### config.mk
export PLATFORM = sky130hd
export DESIGN_NAME = rams128_arbiter_ctrl
export DESIGN_NICKNAME = d
export VERILOG_FILES = /design/src/rtl/rams128_arbiter_ctrl_pkg.sv /design/src/rtl/rams128_arbiter_ctrl_rr_arb2.sv /design/src/rtl/rams128_arbiter_ctrl.sv
export SDC_FILE = /design/constraint.sdc
export NUM_CORES = 1
export LEC_CHECK = 0
export CAP_MARGIN = 25
export CORE_ASPECT_RATIO = 1.5
export CORE_UTILIZATION = 40
export DETAILED_ROUTE_END_ITERATION = 16
export GPL_ROUTABILITY_DRIVEN = 0
export PLACE_DENSITY = 0.76
export SYNTH_ARGS = -nofsm -noshare
export SYNTH_HDL_FRONTEND = slang
export SYNTH_SLANG_ARGS = --single-unit
### constraint.sdc
create_clock -name clk_i -period 4.7 [get_ports clk_i]
set_clock_uncertainty 0.2 [all_clocks]
set_input_delay 0.94 -clock clk_i [delete_from_list [all_inputs] [get_ports clk_i]]
set_output_delay 0.94 -clock clk_i [all_outputs]
set_load 0.02 [all_outputs]
### src/rtl/rams128_arbiter_ctrl_pkg.sv
// ---------------------------------------------------------------------------
// rams128_arbiter_ctrl_pkg : shared constants for the 128-word RAM arbiter
// Rev 1.0
// ---------------------------------------------------------------------------
`default_nettype none

package rams128_arbiter_ctrl_pkg;

  localparam int ADDR_W = 7;
  localparam int DEPTH  = 128;

  localparam logic [0:0] ST_CLEAR = 1'b0;
  localparam logic [0:0] ST_SERVE = 1'b1;

  localparam logic REQ_A = 1'b0;
  localparam logic REQ_B = 1'b1;

  typedef logic [ADDR_W-1:0] addr_t;

  function automatic logic is_last_word(input addr_t adr);
    return adr == addr_t'(DEPTH - 1);
  endfunction

endpackage

`default_nettype wire

### src/rtl/rams128_arbiter_ctrl_rr_arb2.sv
// ---------------------------------------------------------------------------
// rr_arb2 : two-way round-robin grant; on a tie the side that did not win last
// Rev 1.0
// ---------------------------------------------------------------------------
`default_nettype none

module rr_arb2
  import rams128_arbiter_ctrl_pkg::*;
(
  input  logic [1:0] req_i,
  input  logic       last_i,
  input  logic       enable_i,
  output logic [1:0] gnt_o
);

  assign gnt_o[0] = enable_i & req_i[0] & (~req_i[1] | (last_i == REQ_B));
  assign gnt_o[1] = enable_i & req_i[1] & (~req_i[0] | (last_i == REQ_A));

endmodule

`default_nettype wire

### src/rtl/rams128_arbiter_ctrl.sv
// ---------------------------------------------------------------------------
// rams128_arbiter_ctrl : shares one 128 x WIDTH async-read RAM between two
// requesters, with a full-memory clear sequencer. Rev 1.0
// ---------------------------------------------------------------------------
`default_nettype none

module rams128_arbiter_ctrl
  import rams128_arbiter_ctrl_pkg::*;
#(
  parameter int               WIDTH          = 8,
  parameter logic [WIDTH-1:0] CLR_VALUE      = '0,
  parameter bit               CLEAR_ON_RESET = 1'b1
) (
  input  logic              clk_i,
  input  logic              rst_i,
  input  logic              clr_start_i,
  output logic              busy_o,

  input  logic              a_req_i,
  input  logic              a_we_i,
  input  logic [ADDR_W-1:0] a_adr_i,
  input  logic [WIDTH-1:0]  a_d_i,
  output logic              a_gnt_o,
  output logic [WIDTH-1:0]  a_q_o,
  output logic              a_qv_o,

  input  logic              b_req_i,
  input  logic              b_we_i,
  input  logic [ADDR_W-1:0] b_adr_i,
  input  logic [WIDTH-1:0]  b_d_i,
  output logic              b_gnt_o,
  output logic [WIDTH-1:0]  b_q_o,
  output logic              b_qv_o,

  output logic [ADDR_W-1:0] ram_adr_o,
  output logic              ram_we_o,
  output logic [WIDTH-1:0]  ram_i_o,
  input  logic [WIDTH-1:0]  ram_o_i
);

  localparam logic [0:0] RESET_STATE = CLEAR_ON_RESET ? ST_CLEAR : ST_SERVE;

  logic [0:0]  state_q, state_d;
  addr_t       cnt_q, cnt_d;
  logic        last_q, last_d;
  addr_t       adr_q;
  logic [WIDTH-1:0] a_q_q, b_q_q;
  logic        a_qv_q, b_qv_q;

  logic        in_clear;
  logic        serve_en;
  logic [1:0]  gnt;
  logic        a_rd, b_rd;

  assign in_clear = (state_q == ST_CLEAR);
  // Grants are suppressed while reset is held so all outputs sit at rest.
  assign serve_en = (state_q == ST_SERVE) & ~clr_start_i & ~rst_i;

  rr_arb2 u_arb (
    .req_i    ({b_req_i, a_req_i}),
    .last_i   (last_q),
    .enable_i (serve_en),
    .gnt_o    (gnt)
  );

  assign a_rd = gnt[0] & ~a_we_i;
  assign b_rd = gnt[1] & ~b_we_i;

  always_comb begin
    ram_adr_o = adr_q;
    ram_we_o  = 1'b0;
    ram_i_o   = '0;
    if (rst_i) begin
      ram_adr_o = '0;
    end else if (in_clear) begin
      ram_adr_o = cnt_q;
      ram_we_o  = 1'b1;
      ram_i_o   = CLR_VALUE;
    end else if (gnt[0]) begin
      ram_adr_o = a_adr_i;
      ram_we_o  = a_we_i;
      ram_i_o   = a_d_i;
    end else if (gnt[1]) begin
      ram_adr_o = b_adr_i;
      ram_we_o  = b_we_i;
      ram_i_o   = b_d_i;
    end
  end

  always_comb begin
    state_d = state_q;
    cnt_d   = cnt_q;
    last_d  = last_q;
    if (in_clear) begin
      if (clr_start_i) begin
        cnt_d = '0;
      end else if (is_last_word(cnt_q)) begin
        cnt_d   = '0;
        state_d = ST_SERVE;
      end else begin
        cnt_d = cnt_q + addr_t'(1);
      end
    end else if (clr_start_i) begin
      cnt_d   = '0;
      state_d = ST_CLEAR;
    end
    if (gnt[0]) begin
      last_d = REQ_A;
    end else if (gnt[1]) begin
      last_d = REQ_B;
    end
  end

  always_ff @(posedge clk_i or posedge rst_i) begin
    if (rst_i) begin
      state_q <= RESET_STATE;
      cnt_q   <= '0;
      last_q  <= REQ_B;
      adr_q   <= '0;
      a_q_q   <= '0;
      b_q_q   <= '0;
      a_qv_q  <= 1'b0;
      b_qv_q  <= 1'b0;
    end else begin
      state_q <= state_d;
      cnt_q   <= cnt_d;
      last_q  <= last_d;
      adr_q   <= ram_adr_o;
      a_qv_q  <= a_rd;
      b_qv_q  <= b_rd;
      if (a_rd) begin
        a_q_q <= ram_o_i;
      end
      if (b_rd) begin
        b_q_q <= ram_o_i;
      end
    end
  end

  assign busy_o  = in_clear;
  assign a_gnt_o = gnt[0];
  assign b_gnt_o = gnt[1];
  assign a_q_o   = a_q_q;
  assign b_q_o   = b_q_q;
  assign a_qv_o  = a_qv_q;
  assign b_qv_o  = b_qv_q;

endmodule

`default_nettype wire
# [Word level (Yosys, flattened, before mapping)]
# Index checks and enable logic that the tools add are counted.
# Widths: inputs -> output; s select.
[word_totals] ff_bits=34 in_bits=45 wordCells=52
[classes] muxes=22 bitwise=18 n_addsub=1 eq_ne=2 n_reduce_logical=1
[ops] cell="$mux 7" n=8
[ops] cell="$mux 8" n=4
[ops] cell="$mux 1" n=10
[ops] cell="$and 1x1->1" n=8
[ops] cell="$not 1->1" n=8
[ops] cell="$add 7x1->7 const B" n=1
[ops] cell="$eq 7x7->1 const B" n=1
[ops] cell="$ne 2x2->1 const B" n=1
[ops] cell="$or 1x1->1" n=2
[ops] cell="$reduce_bool 2->1" n=1

# [Logic depth before layout (Yosys ltp)]
[logic_depth] word_depth=9 ltp_mapped=7

# [Hierarchy]
# A second synthesis with hierarchy kept.
[hier_totals] cells_unflattened=154 hier_area_um2=1667.8
[by_module_without_submodules] mod="rams128_arbiter_ctrl" cells_each=149 area_per_inst_um2=1646.6 instances=1 seq_area_each_um2=852.1
[by_module_without_submodules] mod="rr_arb2" cells_each=5 area_per_inst_um2=21.3 instances=1 seq_area_each_um2=0.0

# [Worst setup path before layout]
# Ideal clock, no wire load.
[synth_path] path_kind="input to output" start="input clr_start_i" end="output ram_we_o" path_buffers=3 slack_ps=1288 arrival_time_ps=2272 stages=7 cell_sequence="buf_2 -> nor3b_4 -> and3_1 -> buf_6 -> buf_2 -> a221oi_1 -> nor2_1"
[synth_via] elab_chain_len=9
[synth_rtl] element="from (decl)" line="rams128_arbiter_ctrl.sv:16" rtl="input logic clr_start_i,"
[synth_rtl] element="$not 1->1" line="rams128_arbiter_ctrl.sv:57" rtl="assign serve_en = (state_q == ST_SERVE) & ~clr_start_i & ~rst_i;"
[synth_rtl] element="$and 1x1->1 (2 in a row)" line="rams128_arbiter_ctrl.sv:57"
[synth_rtl] element="$and 1x1->1 (2 in a row)" line="rams128_arbiter_ctrl_rr_arb2.sv:17" rtl="assign gnt_o[1] = enable_i & req_i[1] & (~req_i[0] | (last_i == REQ_A));"
[synth_rtl] element="named net b_gnt_o" line="rams128_arbiter_ctrl.sv:31" rtl="output logic b_gnt_o,"
[synth_rtl] element="$mux 1" line="rams128_arbiter_ctrl.sv:83" rtl="end else if (gnt[1]) begin"
[synth_rtl] element="$mux 1" line="rams128_arbiter_ctrl.sv:79" rtl="end else if (gnt[0]) begin"
[synth_rtl] element="$mux 1" line="rams128_arbiter_ctrl.sv:75" rtl="end else if (in_clear) begin"
[synth_rtl] element="$mux 1" line="rams128_arbiter_ctrl.sv:73" rtl="if (rst_i) begin"
[synth_rtl] element="to (decl)" line="rams128_arbiter_ctrl.sv:36" rtl="output logic ram_we_o,"
# The timed path passes the listed nets, and every way through them passes these cells.

# [Final worst setup path]
[layout_path] start="input rst_i" end="output ram_adr_o[5]"
[layout_via] elab_chain_len=8
[layout_rtl] element="from (decl)" line="rams128_arbiter_ctrl.sv:15" rtl="input logic rst_i,"
[layout_rtl] element="$not 1->1" line="rams128_arbiter_ctrl.sv:57"
[layout_rtl] element="$and 1x1->1" line="rams128_arbiter_ctrl.sv:57"
[layout_rtl] element="$and 1x1->1 (2 in a row)" line="rams128_arbiter_ctrl_rr_arb2.sv:17"
[layout_rtl] element="$mux 7" line="rams128_arbiter_ctrl.sv:83"
[layout_rtl] element="$mux 7" line="rams128_arbiter_ctrl.sv:79"
[layout_rtl] element="$mux 7" line="rams128_arbiter_ctrl.sv:75"
[layout_rtl] element="$mux 7 *" line="rams128_arbiter_ctrl.sv:73"
[layout_rtl] element="to (decl)" line="rams128_arbiter_ctrl.sv:35" rtl="output logic [ADDR_W-1:0] ram_adr_o,"
# Every way passes the cells marked *; elsewhere a longest branch is shown, timed or not.

==> summary.txt <==
Global Route Usage Sum: 23.3%
Final Power: 0.000602 W
Hold Path Class: reg -> reg
Avg Cell Area, Syn: 12.3 µm²
DR vias: 1,443
core area: 0.00399 mm²
Wirelength per Cell: 17.3 µm
Initial Util: 41.9%
most frequent cells in the layout: 81 x clkdlybuf4s50_1, 33 x dfrtp_1, 9 x nand2_1, 9 x mux2_4
Syn Nets: 182
Max Slew Vio Count: 0
status: finished, final reports clean
period utilisation layout: 94.6%
endpoints failing hold: 0
Final #Nets: 267
Routed WL: 4630 µm
worst-margin pin slew: 505 ps
first-pass GRT wire length: 7480 µm
area leader, netlist: dfrtp_1
routed vias/inst: 5.40
die height: 81.3 µm
flops & latches, synth: 34
critical path type: in -> out
Total Die Area: 0.00446 mm²
die width: 54.8 µm
Cell Area, Synth: 0.00168 mm²
top cells by area in the synthesized netlist: dfrtp_1 49%, mux2_4 8.1%, mux2_2 4.7%
Pwr per Cell Area: 232 mW/mm²
sequential area share after synthesis: 50.9%
CP arrival: 3310 ps
cells after synthesis: 136
share of the synthesized area in the top cell type: 49.3%
unrepaired setup endpoints after global routing: no
clock net sink count: 34
Critical Path RT: 3560 ps
Netlist cell types: 33
grt ovf: 0
Pleak: 1.10 nW
Detailed Routing Iterations Pass 1: 4
min Tclk post-route: 4450 ps
Area growth syn-to-layout: 54.7%
Slew Limit Headroom: 66.3%
Reg clk slew, reported paths: 60 ps
row count: 28
post-route setup slack: 253 ps
CTS tree: built
Max Cap Viol: 0
PortBufs: 81
Final setup viols: 0
initial antenna violation count: 0
VDD IR max: 0.000243 V
CTS Buf Count: 5
Max Buffers Root-to-Sink: 2
pre-CTS setup slack: 231 ps
DPL Wire Length: 3610 µm
number of antenna-violating nets in the routed design: 0
io pins: 82
setup TNS: 0 ps
Synthesis Warnings: 0
antenna diode count: 0
fraction of layout instances using a drive strength above 1: 14.9%
final core utilization: 64.9%
worst skew pair latency: 280 ps
largest net degree at the start of global routing: 28
Post-CTS Resized: 0
Critical Path Fanout Max: 9
crit path launch type: input port
Setup crit end kind: output port
H-tree lvl count: 2
commonest non-fill, non-tap cell in the layout: clkdlybuf4s50_1
Post-CTS Setup Inserts: 0
CTS Hold Buffers Added: 0
vias in the first global route: 1,616
f_max: 0.225 GHz
Starting DRT DRC Count: 41
drt drc: 0
WHS: 307 ps
Root Driver: clkbuf_8
==> stage by stage <==
stage	cell area, µm²	instances
floorplan	1680	136
global placement	2500	259
detailed placement	2500	259
CTS	2590	267
global route	2590	267
finish	2590	267
==> cell type report <==
class / instances / area [µm²]
clock inverter: 1 / 5.00
timing repair buffer: 86 / 848
fill: 339 / 1400
sequential: 34 / 852
inverter: 3 / 11.3
multi-input combinational: 91 / 732
clock buffer: 7 / 86.3
tap: 45 / 56.3
==> power by group <==
group	switching, W	total [W]	internal (W)	leakage [nW]
Sequential	0.00000541	0.000305	0.000299	0.466
Combinational	0.0000290	0.0000774	0.0000484	0.590
Clock	0.000102	0.000220	0.000118	0.0482
==> synthesized netlist by cell type <==
| cell type | count |
|---|---|
| dfrtp_1 | 33 |
| mux2_4 | 9 |
| nand2_1 | 9 |
| a22o_1 | 8 |
| nor2_1 | 8 |
| mux2_2 | 7 |
| mux2i_1 | 7 |
| o21ai_0 | 7 |
| a21oi_1 | 5 |
| a32oi_1 | 5 |
| buf_6 | 4 |
| buf_2 | 3 |
| nand3_1 | 3 |
| nand4_1 | 3 |
| a311oi_1 | 2 |
| a31oi_1 | 2 |
| and3_1 | 2 |
| inv_1 | 2 |
| nand2b_1 | 2 |
| o221ai_1 | 2 |
| a221oi_1 | 1 |
| buf_12 | 1 |
| clkinv_1 | 1 |
| dfstp_2 | 1 |
| ha_1 | 1 |
| nand2b_4 | 1 |
| nor2b_1 | 1 |
| nor2b_4 | 1 |
| nor3b_4 | 1 |
| or2_2 | 1 |
| or3_1 | 1 |
| xnor2_1 | 1 |
| xor2_1 | 1 |
==> worst paths after layout <==
path / start / endpoint / slack [ps] / cells after the start
min reg2reg: a_q_o[3] / a_q_o[3] / 310 / 1
max in group asynchronous: rst_i / last_q / 2680 / 3
max reg2reg: state_q / b_q_o[0] / 2020 / 5
min in group asynchronous: rst_i / cnt_q[0] / 910 / 2
min: a_q_o[3] / a_q_o[3] / 310 / 1
max: rst_i / ram_adr_o[5] / 250 / 6
==> sequential cells by signal (all words and copies together) (netlist names) <==
signal,count
a_q_o,8
last_q,1
state_q,1
cnt_q,7
b_qv_o,1
a_qv_o,1
adr_q,7
b_q_o,8
==> critical path, cell delays in order <==
cell	delay, ps
clkdlybuf4s50_1	530
nor3b_4	280
and3_1	510
mux2i_1	160
o221ai_1	240
clkdlybuf4s50_1	650
==> routing by layer <==
| layer | global-route usage, % | vias up | wire [µm] |
|---|---|---|---|
| li1 | - | 671 | - |
| met1 | 25.4 | 697 | 1770 |
| met2 | 42.0 | 65 | 2520 |
| met3 | 5.43 | 10 | 255 |
| met4 | 7.95 | 0 | 86 |
| met5 | 0 | - | 0 |
==> kinds of logic (layout without fill, tap and decap cells) <==
logic type	after synthesis	after routing	share of synthesized area, %
compound gates	32	32	13.7
xor+xnor	2	2	1.05
fa+ha+maj	1	1	0.747
buf+inv	11	97	5.45
flops	34	34	50.9
mux	23	23	17.0
simple gates	33	33	11.2
No activity file was read; power rests on OpenSTA's default activity.
==> RTL edit 1 (config.mk and constraints unchanged) <==
Set the parameter `CLEAR_ON_RESET` to 1'b0 (it was 1'b1).
--- a/src/rtl/rams128_arbiter_ctrl.sv
+++ b/src/rtl/rams128_arbiter_ctrl.sv
@@ -10,5 +10,5 @@
   parameter int               WIDTH          = 8,
   parameter logic [WIDTH-1:0] CLR_VALUE      = '0,
-  parameter bit               CLEAR_ON_RESET = 1'b1
+  parameter bit               CLEAR_ON_RESET = 1'b0
 ) (
   input  logic              clk_i,
Behaviour: not the same (a bounded check fails within 4 cycles, from zero or initial values and one cycle with rst_i high).
==> RTL edit 1 against the unedited design <==
- setup slack gained 0.052 ns
- sequential share of layout area shrank 0.65 points
- utilization rose by 1.4 points
- via count rose by 0.83%
- routed wire length down 1.3%
- area after synthesis about the same
- design area up 2.2%
- sequential cell count stayed put
- critical path depth up 1
- power grew 17%
==> RTL edit 1: results (changes against the unedited design) <==
Run status
  – Status: finished, final reports clean (unchanged)

Critical path
  – Worst r2r dst: b_q_o[4] (was b_q_o[0])
  – Worst EP arrival: 3.25 ns (was 3.31 ns)
  – R2R Path Start: state_q (unchanged)
  – Critical-path top delay cell: clkdlybuf4s50_1 (unchanged)
  – Reg2Reg Depth: 4 (was 5)
  – Delay-heaviest family, CP: buffers and inverters (unchanged)
  – Worst-path fanout max: 12 (was 9)
  – Flop2flop setup slack: 2.28 ns (was 2.02 ns)

Route
  – Met2 wire len: 2.453 mm (was 2.519 mm)
  – DRT met1 WL: 1.749 mm (was 1.765 mm)
  – Avg Vias per Cell: 5.429 (was 5.404)
  – Met3 routed WL: 270 um (was 255 um)
  – DRT iter0 DRCs: 30 (was 41)
  – Wire length per cell: 17.03 um (was 17.33 um)

GRT
  – GR Layer Usage met1: 24.52% (was 25.38%)
  – Met2 GRT Util: 40.36% (was 42.05%)
  – Vias in the first global route: 1550 (was 1616)
  – Largest net degree at the start of global routing: 25 (was 28)
  – First-pass GRT wire length: 7.210 mm (was 7.479 mm)
  – Met3 GRT Util: 6.180% (was 5.431%)

Pwr
  – Switching Fraction: 20.68% (was 22.62%)
  – Logic power comb: 77.7 uW (was 77.4 uW)
  – Clk pwr: 325 uW (was 220 uW)
  – VDD IR-drop max: 0.0002409 V (was 0.0002429 V)
  – Leakage power: 0.001125 uW (was 0.001105 uW)

Synth
  – Synth cell count leaders: dfrtp_1, mux2_4, nand2_1, a22o_1, nor2_1 (unchanged)
  – Register area share after synthesis: 50.90% (was 50.86%)
  – Main area contributors after synthesis: dfrtp_1, mux2_4, mux2_2 (unchanged)

Place
  – DP Area: 0.002509 mm2 (was 0.002500 mm2)
  – DP HPWL: 3.529 mm (was 3.609 mm)

Hold path
  – HP Start: a_q_o[0] (was a_q_o[3])

Cells and area
  – Final net count: 268 (was 267)
  – Share of layout cells above drive strength 1: 16.59% (was 14.86%)
  – Layout fillers: 324 (was 339)

Timing
  – WHS: 0.3122 ns (was 0.3072 ns)
  – Slew @ Worst Pin: 0.3719 ns (was 0.5048 ns)

Floorplanning
  – Die width: 54.86 um (was 54.84 um)

CTS
  – Total CTS buffers: 5 (unchanged)
  – CTS Root Cell: clkbuf_8 (unchanged)
==> RTL edit 1: changes by cell type after synthesis, sizes merged <==
cell	delta
dfstp	+1
dfrtp	-1
==> RTL edit 1: area by class of cell <==
class,instances,area (um2),area share (%)
Timing Repair Buffer,87,855.8,32.33
Sequential cell,34,853.3,32.23
Multi-Input combinational cell,91,733.2,27.69
Clock buffer,5,68.82,2.599
Clock inverter,3,68.82,2.599
Tap cell,45,56.30,2.127
Inverter,3,11.26,0.4253
==> RTL edit 1: stage by stage <==
stage	total power (uW)	instances	worst slack [ns]
final	706.9	268	0.3053
after global routing	734.1	268	0.1798
after CTS	715.0	268	0.1339
after detailed placement	388.0	260	0.1404
after global placement	386.3	260	0.3051
after floorplan	332.7	136	1.288
==> RTL edit 1: cells by family after synthesis <==
kind of cell	share of synthesized area [%]
AOI/OAI and AO/OA	13.73
xor gates and xnor gates	1.045
adders and majority gates	0.7461
buffers and inverters	5.447
DFF	50.90
muxes	16.94
and+or+nand+nor	11.19
==> RTL edit 2 (config.mk and constraints unchanged) <==
Made on the original files. Reset style: synchronous (`rst_i`), changed in one clocked block. Comments in the files are not updated.
--- a/src/rtl/rams128_arbiter_ctrl.sv
+++ b/src/rtl/rams128_arbiter_ctrl.sv
@@ -112,5 +112,5 @@
   end
 
-  always_ff @(posedge clk_i or posedge rst_i) begin
+  always_ff @(posedge clk_i) begin
     if (rst_i) begin
       state_q <= RESET_STATE;
Behaviour: no difference found for any inputs over 10 cycles, from zero or initial values and one cycle with rst_i high; that may be too few to reach the edited logic, so the function may still have changed.
==> RTL edit 2 against the unedited design <==
- power grew 2.2%
- design area shrank 1.4%
- area after synthesis shrank 5.4%
- count of clock-buffer cells in the layout shrank 2
- sequential cell count is the same
- routed wire length shrank 13%
- setup slack lost 0.056 ns
- via count grew 4.5%
- critical path type unchanged
- critical endpoint is now ram_adr_o[0]
==> RTL edit 2: results (changes against the unedited design) <==
Run status
  – Status: finished, final reports clean (unchanged)

Synth
  – Synth cell count leaders: dfxtp_1, nor2_1, mux2i_1, o21ai_1 (was dfrtp_1, mux2_4, nand2_1, a22o_1, nor2_1)
  – Register area share after synthesis: 42.94% (was 50.86%)
  – Main area contributors after synthesis: dfxtp_1, mux2i_1, nor2_1 (was dfrtp_1, mux2_4, mux2_2)
  – Synth unique cells: 38 (was 33)
  – Top_reg_cell synth: dfxtp_1 (was dfrtp_1)
  – Synth Warn #: 0 (unchanged)
  – Mapped Nets: 211 (was 182)
  – Synth async-reset ratio: 0% (was 100.0%)

GRT
  – Largest net degree at the start of global routing: 21 (was 28)
  – First-pass GRT wire length: 6.258 mm (was 7.479 mm)
  – Global-route usage over all layers: 20.10% (was 23.34%)
  – Vias in the first global route: 1415 (was 1616)

Place
  – DP HPWL: 3.087 mm (was 3.609 mm)
  – Pre-CTS setup slack: 0.2198 ns (was 0.2311 ns)
  – IO Port Bufs: 81 (unchanged)

Hold path
  – Hold EP: cnt_q[1] (was a_q_o[3])
  – HP Start: cnt_q[1] (was a_q_o[3])
  – Hold Path Class: register to register (unchanged)
  – Hold path depth: 2 (was 1)

Pwr
  – Leakage power: 0.0008537 uW (was 0.001105 uW)
  – Switching Fraction: 21.27% (was 22.62%)
  – VDD IR-drop max: 0.0002271 V (was 0.0002429 V)

Cells and area
  – Share of layout cells above drive strength 1: 8.434% (was 14.86%)
  – Final net count: 294 (was 267)
  – Layout fillers: 306 (was 339)

Route
  – Via count: 1508 (was 1443)
  – DRT iter0 DRCs: 14 (was 41)
  – Total wire length: 4.005 mm (was 4.626 mm)

Critical path
  – R2R Path Start: state_q (unchanged)
  – Worst r2r dst: adr_q[4] (was b_q_o[0])
  – Flop2flop setup slack: 2.44 ns (was 2.02 ns)
  – Worst EP arrival: 3.36 ns (was 3.31 ns)
  – Crit path largest cell delay: 0.67 ns (was 0.65 ns)
  – Worst-path fanout max: 14 (was 9)
  – Reg2Reg Depth: 4 (was 5)

Timing
  – Slew @ Worst Pin: 0.5669 ns (was 0.5048 ns)

CTS
  – Worst-path clk slew: 0.08 ns (was 0.06 ns)
  – Clock buffer depth: 2 (unchanged)
  – CTS Root Cell: clkbuf_8 (unchanged)
  – Later-pin clock latency in the skew report: ~0.29 ns
  – Post-CTS Setup Inserts: 0 (unchanged)
  – H-tree levels: 2 (unchanged)
[RTL edit 2: cell count changes after synthesis, sizes merged, moves of 3 or more]
cell / delta
a31oi: +6
a32oi: -5
clkbuf: +3
dfrtp: -33
dfxtp: +34
mux2: -16
mux2i: +16
nand2: -5
nor2: +17
nor3b: +6
o21ai: +7
[RTL edit 2: worst max path at each step]
stage / end / slack (ns) / cells after the start
final: ram_adr_o[0] / 0.20 / 5
after global placement: ram_adr_o[5] / 0.29 / 5
after global routing: ram_adr_o[0] / 0.005 / 5
after CTS: ram_adr_o[6] / 0.21 / 5
after floorplan: ram_we_o / 1.41 / 5
after detailed placement: ram_adr_o[0] / 0.22 / 5
[RTL edit 2: area by class of cell]
cell class	count	area share (%)
timing repair buffer	87	33.51
multi-input combinational	119	33.12
sequential	34	26.65
clock buffer	5	2.695
tap	43	2.107
clock inverter	3	1.764
inverter	1	0.1470
[RTL edit 2: metal layers]
metal / vias to the layer above / share of wire, % / track usage (%) / routed length, um
met1: 674 / 41 / 22.04 / 1661
met5: - / 0 / 0 / 0
met3: 12 / 7.0 / 6.513 / 279
met4: 0 / 2.5 / 10.26 / 102
li1: 767 / - / - / -
met2: 55 / 49 / 33.25 / 1961
[RTL edit 2: cells by family after synthesis]
| logic type | after synthesis | share of synthesized area [%] |
|---|---|---|
| AO/OA/AOI/OAI | 41 | 17.92 |
| adder cells (fa/ha/maj) | 1 | 0.7891 |
| AND/OR/NAND/NOR | 51 | 17.68 |
| multiplexers | 23 | 14.52 |
| flip-flops | 34 | 42.94 |
| buffers and inverters | 12 | 4.498 |
| XOR/XNOR | 3 | 1.658 |
[RTL edit 2: power by group through the flow]
stage | registers [uW] | clock network (uW) | logic, uW
after CTS | 290 | 281 | 54.4
after detailed placement | 297 | 0 | 54.2
final | 290 | 271 | 54.2
after floorplan | 297 | 0 | 10.6
after global routing | 290 | 290 | 57.6
after global placement | 297 | 0 | 53.9
[RTL edit 2: critical path: cells and delay by family]
family | cells | cell delay (ns)
compound gates | 1 | 0.25
buf+inv | 2 | 1.30
simple gates | 2 | 0.86
[RTL edit 2: through the flow]
stage	hold slack, ns	util, %	instance area (um2)	instances
2_1_floorplan	0.2526	-	1585	165
5_1_grt	0.3177	68.72	2554	292
4_1_cts	0.2914	68.72	2554	292
3_3_place_gp	0.2738	65.66	2440	284
3_5_place_dp	0.2802	65.66	2440	284
6_report	0.2861	68.72	2554	292
